==> config.mk <==
export PLATFORM = sky130hd
export DESIGN_NAME = seq_stream_ctrl
export DESIGN_NICKNAME = d
export VERILOG_FILES = /design/src/rtl/seq_stream_ctrl.sv
export SDC_FILE = /design/constraint.sdc
export NUM_CORES = 1
export LEC_CHECK = 0
export CAP_MARGIN = 20
export CORE_MARGIN = 1
export CORE_UTILIZATION = 40
export CTS_CLUSTER_DIAMETER = 40
export DETAILED_ROUTE_END_ITERATION = 6
export PLACE_DENSITY_LB_ADDON = 0.25
export SYNTH_ARGS = -nofsm -noshare
export SYNTH_HDL_FRONTEND = slang
export SYNTH_SLANG_ARGS = --single-unit
==> constraint.sdc <==
create_clock -name clk_i -period 3.4 [get_ports clk_i]
set_input_delay 0.51 -clock clk_i [delete_from_list [all_inputs] [get_ports clk_i]]
set_output_delay 0.51 -clock clk_i [all_outputs]
set_load 0.03 [all_outputs]
==> src/rtl/seq_stream_ctrl.sv <==
// Frame controller for the serial "1011" detector: takes a frame of words over
// valid/ready, shifts them out MSB-first without gaps, and counts detector hits.
module seq_stream_ctrl #(
    parameter int DATA_W = 8,
    parameter int LEN_W  = 8,
    parameter int CNT_W  = 16
) (
    input  logic              clk_i,
    input  logic              reset_ni,
    input  logic              start_i,
    input  logic              abort_i,
    input  logic [LEN_W-1:0]  cfg_len_i,
    input  logic              data_valid_i,
    input  logic [DATA_W-1:0] data_i,
    output logic              data_ready_o,
    output logic              det_in_o,
    output logic              det_clr_o,
    input  logic              det_hit_i,
    output logic              busy_o,
    output logic              done_o,
    output logic              err_o,
    output logic [CNT_W-1:0]  hit_count_o
);

    localparam int BIT_W = (DATA_W > 1) ? $clog2(DATA_W) : 1;

    typedef enum logic [1:0] {S_IDLE, S_CLEAR, S_SHIFT, S_DRAIN} state_t;

    state_t            state_q, state_d;
    logic [DATA_W-1:0] nxt_q, nxt_d;
    logic              nxt_valid_q, nxt_valid_d;
    logic [DATA_W-1:0] cur_q, cur_d;
    logic [BIT_W-1:0]  bit_q, bit_d;
    logic [LEN_W-1:0]  rem_q, rem_d;
    logic [LEN_W-1:0]  acc_q, acc_d;
    logic [LEN_W-1:0]  len_q, len_d;
    logic [CNT_W-1:0]  cnt_q, cnt_d;
    logic              hit_qual_q, hit_qual_d;
    logic              done_q, done_d;
    logic              err_q, err_d;
    logic              ready;
    logic              xfer;
    logic              last_bit;

    always_comb begin
        state_d     = state_q;
        nxt_d       = nxt_q;
        nxt_valid_d = nxt_valid_q;
        cur_d       = cur_q;
        bit_d       = bit_q;
        rem_d       = rem_q;
        acc_d       = acc_q;
        len_d       = len_q;
        cnt_d       = cnt_q;
        err_d       = err_q;
        done_d      = 1'b0;
        hit_qual_d  = 1'b0;

        ready    = ((state_q == S_CLEAR) || (state_q == S_SHIFT)) && !nxt_valid_q && (acc_q < len_q);
        xfer     = data_valid_i && ready && !abort_i;
        last_bit = (bit_q == BIT_W'(DATA_W - 1));

        if (hit_qual_q && det_hit_i && (cnt_q != {CNT_W{1'b1}}))
            cnt_d = cnt_q + CNT_W'(1);

        case (state_q)
            S_IDLE: begin
                if (start_i) begin
                    len_d       = cfg_len_i;
                    cnt_d       = '0;
                    err_d       = 1'b0;
                    acc_d       = '0;
                    nxt_valid_d = 1'b0;
                    if (cfg_len_i == '0) done_d  = 1'b1;
                    else                 state_d = S_CLEAR;
                end
            end
            S_CLEAR: begin
                if (abort_i) begin
                    state_d     = S_IDLE;
                    nxt_valid_d = 1'b0;
                end else if (nxt_valid_q) begin
                    cur_d       = nxt_q;
                    nxt_valid_d = 1'b0;
                    rem_d       = len_q - LEN_W'(1);
                    bit_d       = '0;
                    state_d     = S_SHIFT;
                end
            end
            S_SHIFT: begin
                hit_qual_d = 1'b1;
                cur_d      = cur_q << 1;
                bit_d      = bit_q + BIT_W'(1);
                // Hits surfacing after an abort or underrun belong to a dead frame.
                if (abort_i) begin
                    state_d     = S_IDLE;
                    nxt_valid_d = 1'b0;
                    hit_qual_d  = 1'b0;
                end else if (last_bit) begin
                    bit_d = '0;
                    if (rem_q != '0) begin
                        if (nxt_valid_q) begin
                            cur_d       = nxt_q;
                            nxt_valid_d = 1'b0;
                            rem_d       = rem_q - LEN_W'(1);
                        end else begin
                            state_d    = S_IDLE;
                            err_d      = 1'b1;
                            hit_qual_d = 1'b0;
                        end
                    end else begin
                        state_d = S_DRAIN;
                    end
                end
            end
            S_DRAIN: begin
                state_d = S_IDLE;
                if (abort_i) nxt_valid_d = 1'b0;
                else         done_d      = 1'b1;
            end
            default: state_d = S_IDLE;
        endcase

        // Placed after the load so a refill in the same cycle wins over the clear.
        if (xfer) begin
            nxt_d       = data_i;
            nxt_valid_d = 1'b1;
            acc_d       = acc_q + LEN_W'(1);
        end
    end

    always_ff @(posedge clk_i) begin
        if (!reset_ni) begin
            state_q     <= S_IDLE;
            nxt_q       <= '0;
            nxt_valid_q <= 1'b0;
            cur_q       <= '0;
            bit_q       <= '0;
            rem_q       <= '0;
            acc_q       <= '0;
            len_q       <= '0;
            cnt_q       <= '0;
            hit_qual_q  <= 1'b0;
            done_q      <= 1'b0;
            err_q       <= 1'b0;
        end else begin
            state_q     <= state_d;
            nxt_q       <= nxt_d;
            nxt_valid_q <= nxt_valid_d;
            cur_q       <= cur_d;
            bit_q       <= bit_d;
            rem_q       <= rem_d;
            acc_q       <= acc_d;
            len_q       <= len_d;
            cnt_q       <= cnt_d;
            hit_qual_q  <= hit_qual_d;
            done_q      <= done_d;
            err_q       <= err_d;
        end
    end

    assign data_ready_o = ready;
    assign det_in_o     = (state_q == S_SHIFT) && cur_q[DATA_W-1];
    assign det_clr_o    = (state_q == S_IDLE) || (state_q == S_CLEAR);
    assign busy_o       = (state_q != S_IDLE);
    assign done_o       = done_q;
    assign err_o        = err_q;
    assign hit_count_o  = cnt_q;

endmodule

Yosys cells after proc, flatten, opt, wreduce, memory -nomap -nowiden
Cells that the tools add are included.

storage, ports and cells
  output and inout port bits = 22
  latch bits = 0
  logic and storage cells = 121
  RAM bits = 0
  input bits = 22
  bits in read-only memories = 0
  memories = 0
  flip-flop bits (word level) = 65

operators by class
  reduce and logical (&&, ||, !) cells = 27
  multiply operators = 0
  equality and inequality tests = 21
  shifts and indexed selects = 0
  div/mod/pow operators = 0
  multiplexer cells = 53
  add/sub/neg operators = 5
  $lt $le $gt $ge = 1
  bitwise gates (word level) = 2

operator list
  cell                                                                count
  8-bit two-way mux                                                   15
  16-bit two-way mux                                                  3
  8-bit case mux with 2 select lines                                  2
  16-bit by 1-bit adder with 16-bit output, second input constant     1
  1-bit two-way mux                                                   16
  2-bit two-way mux                                                   8
  16-bit != test, second input constant                               1
  2-bit != test, second input constant                                8
  8-bit by 1-bit subtractor with 8-bit output, second input constant  2
  3-bit two-way mux                                                   4
  3-bit != test, second input constant                                4
  2-bit nonzero test                                                  5
  8-bit by 1-bit adder with 8-bit output, second input constant       1
  8-bit logical NOT                                                   1
  8-bit less-than comparator                                          1
  4-bit != test, second input constant                                2
  2-bit case mux with 4 select lines                                  1
  8-bit nonzero test                                                  1
  1-bit logical AND                                                   7
  7-bit AND reduction                                                 1
  3-bit case mux with 2 select lines                                  1
  6-bit AND reduction                                                 1
  5-bit AND reduction                                                 1
  2-bit == test, second input constant                                2
  15 further kinds                                                    20

Logic depth before layout (Yosys ltp)
Gate-level depths: netlist (run 1).

  word-level depth = 8
  mapped depth = 12
  mapped depth without buffers = 9

Least setup slack after synthesis (run 1)
Ideal clock, no wire load.

  kind = register to register
  from = register state_q[0]
  to = register rem_q[6]
  period minus slack after synthesis = 2.942 ns
  library setup time = 0.074 ns
  required time = 3.326 ns
  buffers on the path = 3
  cell stages (with the launch flop) = 13
  data arrival time = 2.868 ns
  slack = 0.458 ns
  cells stage by stage = dfxtp_1 -> inv_1 -> ha_1 -> buf_2 -> buf_6 -> clkbuf_1 -> mux2i_1 -> ha_1 -> or4b_1 -> o41ai_1 -> o21ai_1 -> a2111o_1 -> a31oi_1

on the way
  cells in the longest elaborated chain, start to end = 3
  elaborated cells between the ends (all ways) = 11
  classes of those cells = eq/ne (8); mux (1); reduce/logical (2)

ends and longest elaborated chain
  item                                                                                     line  text
  start, declared                                                                          29    state_t state_q, state_d;
  start signal, assigned                                                                   147   state_q <= state_d;
  2-bit == test / 2-bit by 1-bit == test with 1-bit output (equally long branches)         66    case (state_q)
  2-bit by 1-bit != test with 1-bit output (no source line), or another cell as far along  -
  7-bit AND reduction (no source line)                                                     -
  end signal, assigned                                                                     152   rem_q <= rem_d;
  end, declared                                                                            34    logic [LEN_W-1:0] rem_q, rem_d;

Parallel ways exist; a longest one is shown, timed or not.
A chain may end at the register's enable or synchronous reset.

Worst setup path after layout (run 1)
  from = register len_q[2]
  to = output data_ready_o

on the way
  cells in the longest elaborated chain, start to end = 2

ends and longest elaborated chain
  item                        line  text
  start, declared             36    logic [LEN_W-1:0] len_q, len_d;
  start signal, assigned      154   len_q <= len_d;
  8-bit less-than comparator  59    ready = ((state_q == S_CLEAR) || (state_q == S_SHIFT)) && !nxt_valid_q && (acc_q < len_q);
  1-bit logical AND           59
  end, declared               15    output logic data_ready_o,

No other way between the ends.

==> metrics.yaml, run 1 <==
power:
  p_per_area_nw_per_um2: 445
  p_leak_nw: 1.58
  p_sw_share_pct: 26.9
  pwr-share-comb_pct: 14.5
  power_frac_seq_pct: 43.2
  switchingPower_w: 0.000509
  power.share.clock_pct: 42.3
  p_int_w: 0.00139
  ir_worst_vdd_mv: 0.244
detailed_routing:
  antenna_left: 0
  drc: 0
  via_per_inst: 5.73
  num_vias: 3291
  first_pass_iters: 4
  routed_wl_mm: 8.80
  drt_iter0_markers: 178
  wire_per_inst_um: 15.3
cells_and_area:
  diodes: 0
  final_nets: 502
  syn_to_final_growth_pct: 21.1
  fillers: 806
  fin_area_sq_um: 4260
  final_cells: 574
  layout-drive-gt1-share_pct: 7.04
sta:
  finClkSkew_ns: 0.00696
  setup_viol: 0
  timing.final.crit_share_pct: 89.2
  hold_viol_final: 0
  drv_slew: 0
  rsz0062_at_grt: "false"
  period_minus_slack_ns: 3.03
  setup_tns_ns: 0
  slew_headroom_pct: 54.6
  fmax_ghz: 0.330
  worstMarginPinSlew_ns: 0.675
grt:
  grt_max_degree: 39
  grt_use_total_pct: 20.4
  grt_pass1_wl_mm: 14.2
  grt_pass1_vias: 2951
  antenna_found_initial: 0
  overflow: 0
clock_network:
  clk_latency_ns: 0.35
  cts_tree: "done"
  cts_setup_buffers: 0
  cts_buffer_depth: 2
  cts_buffers: 9
  path_clk_slew_ns: 0.08
  cts.sinks: 65
  post_cts_resized: 0
  cts_hold_buf: 0
  htreeDepth: 3
  clockRootBuffer: "clkbuf_8"
synth:
  synthCells: 426
  syn_avg_cell_area_sq_um: 8.26
  synth-edff-count: 0
  postSynth.asyncResetShare_pct: 0
  syn_nets: 464
  synth_area_sq_um: 3520
  ys_seq_area_share_pct: 37.0
  synth.distinct_cells: 59
  ys_ff_latch: 65
  synth-main-ff-cell: "dfxtp_1"
  yosysWarningCount: 0
flow_run:
  cap_violations: 0
placement:
  hpwl_mm: 6.34
  place_congestion: 0.896
  placed_cells: 558
  io_buffers: 43
  place_area_sq_um: 4020
worst_setup_path:
  cp.required_ns: 2.89
  worstSetupStartpointType: "register"
  arrival_ns: 2.52
  crit_path_end_kind: "output pin"
  critPathMaxFanout: 7
  crit_type: "reg2out"
die:
  coreArea_sq_um: 8380
  die_y_um: 95.8
  dieArea_sq_um: 9170
  die_width_um: 95.8
  start_util_pct: 42.0
  pin_count: 44
  rows: 33
run_status:
  status: "finished clean"
min_path:
  hold_path_class: "reg2reg"
==> metrics by stage <==
stage                     power, W  setup slack, ns  util (%)  hold slack, ns
after floorplan            0.00101            0.458         -           0.436
after global placement     0.00110            0.801      47.9           0.449
after detailed placement   0.00111            0.707      47.9           0.456
after CTS                  0.00191            0.347      50.8           0.467
after global routing       0.00199            0.208      50.8           0.517
final                      0.00190            0.368      50.8           0.470
==> logic make-up (layout without fill, tap and decap cells) <==
logic type      after synthesis  after routing  share of synthesized area (%)
simple gates                171            171                           25.6
buf+inv                      40             83                           5.09
xor+xnor                     11             11                           2.74
fa+ha+maj                    16             16                           5.69
flops                        65             65                           37.0
compound gates              105            105                           18.8
mux                          18             18                           5.12
==> cells in the mapped netlist, types with 3 or more instances <==
| cell | instances | area [sq um] |
|---|---|---|
| o21ai_0 | 23 | 115 |
| nor3_1 | 14 | 70.1 |
| nand3_1 | 21 | 105 |
| and2_1 | 5 | 31.3 |
| ha_1 | 16 | 200 |
| xnor2_1 | 3 | 26.3 |
| o211ai_1 | 3 | 22.5 |
| xor2_1 | 8 | 70.1 |
| nor4_1 | 4 | 25.0 |
| a31oi_1 | 5 | 31.3 |
| a32oi_1 | 3 | 26.3 |
| and3_1 | 7 | 43.8 |
| inv_1 | 16 | 60.1 |
| dfxtp_1 | 65 | 1300 |
| or2_2 | 3 | 18.8 |
| nor3b_1 | 4 | 30.0 |
| a21oi_1 | 36 | 180 |
| o2111ai_1 | 3 | 26.3 |
| a311oi_1 | 3 | 26.3 |
| mux2i_1 | 18 | 180 |
| or4_1 | 6 | 45.0 |
| nand2_1 | 45 | 169 |
| nor2b_1 | 3 | 18.8 |
| a21o_1 | 4 | 30.0 |
| a211oi_1 | 4 | 30.0 |
| clkbuf_1 | 16 | 60.1 |
| nor2_1 | 32 | 120 |
| nand4_1 | 14 | 87.6 |
==> power groups by stage <==
stage	clock network, W	registers [W]	logic, W
6_report	0.000802	0.000819	0.000276
5_1_grt	0.000866	0.000821	0.000307
4_1_cts	0.000820	0.000818	0.000275
2_1_floorplan	0	0.000826	0.000185
3_5_place_dp	0	0.000836	0.000274
3_3_place_gp	0	0.000834	0.000269
==> cell type report <==
type	instances	area (sq um)	area share [%]
sequential	65	1300	30.5
multi-input combinational	321	2040	47.8
timing repair buffer	50	483	11.3
clock inverter	7	119	2.79
clock buffer	9	124	2.91
inverter	17	63.8	1.50
tap	105	131	3.08
==> sequential cells by signal (all words and copies together), names as in the netlist <==
register,flops
err_o,1
rem_q,8
hit_count_o,16
nxt_q,8
bit_q,3
cur_q,8
state_q,2
done_o,1
nxt_valid_q,1
len_q,8
hit_qual_q,1
acc_q,8
==> cells in the final DEF, fill, tap and decap left out, types with 5 or more instances in the layout <==
master	Yosys	final
a21oi_1	36	36
a31oi_1	5	5
and2_1	5	5
and3_1	7	7
buf_4	1	7
clkbuf_8	1	9
clkdlybuf4s50_1	0	43
dfxtp_1	65	65
ha_1	16	16
inv_1	16	16
mux2i_1	18	18
nand2_1	45	45
nand3_1	21	21
nand4_1	14	14
nor2_1	32	32
nor3_1	14	14
o21ai_0	23	23
or4_1	6	6
xor2_1	8	8
==> worst paths after layout <==
path              slack [ns]                    end                     from  cells after the start
setup / recovery        0.37           data_ready_o    len_q[2]$_SDFFE_PN0P_                      6
hold / removal          0.47  cur_q[0]$_SDFFE_PN0P_    cur_q[0]$_SDFFE_PN0P_                      2
setup reg to reg        0.74  rem_q[2]$_SDFFE_PN0P_  state_q[0]$_SDFFE_PN0P_                      8
hold reg to reg         0.47  cur_q[0]$_SDFFE_PN0P_    cur_q[0]$_SDFFE_PN0P_                      2
==> per-layer routing <==
metal | track usage [%] | routed length, um
met1 | 26.8 | 4110
met3 | 5.92 | 518
met2 | 31.3 | 4000
met4 | 8.08 | 174
met5 | 0 | 0
==> critical path, cell delays in order (launching register included) <==
cell	delay, ns
dfxtp_1	0.46
inv_1	0.07
ha_1	0.29
a211oi_1	0.22
o21ai_0	0.17
a21oi_1	0.25
clkdlybuf4s50_1	0.71
(Power assumes the default switching activity.)
==> run 2: changes to the inputs <==
--- a/config.mk
+++ b/config.mk
@@ -11,6 +11,7 @@
 export CTS_CLUSTER_DIAMETER = 40
 export DETAILED_ROUTE_END_ITERATION = 6
 export PLACE_DENSITY_LB_ADDON = 0.25
+export SLEW_MARGIN = 10
 export SYNTH_ARGS = -nofsm -noshare
 export SYNTH_HDL_FRONTEND = slang
 export SYNTH_SLANG_ARGS = --single-unit
==> results of run 2 <==
Same layout as run 1: the final DEF is identical, and so are final timing and power.
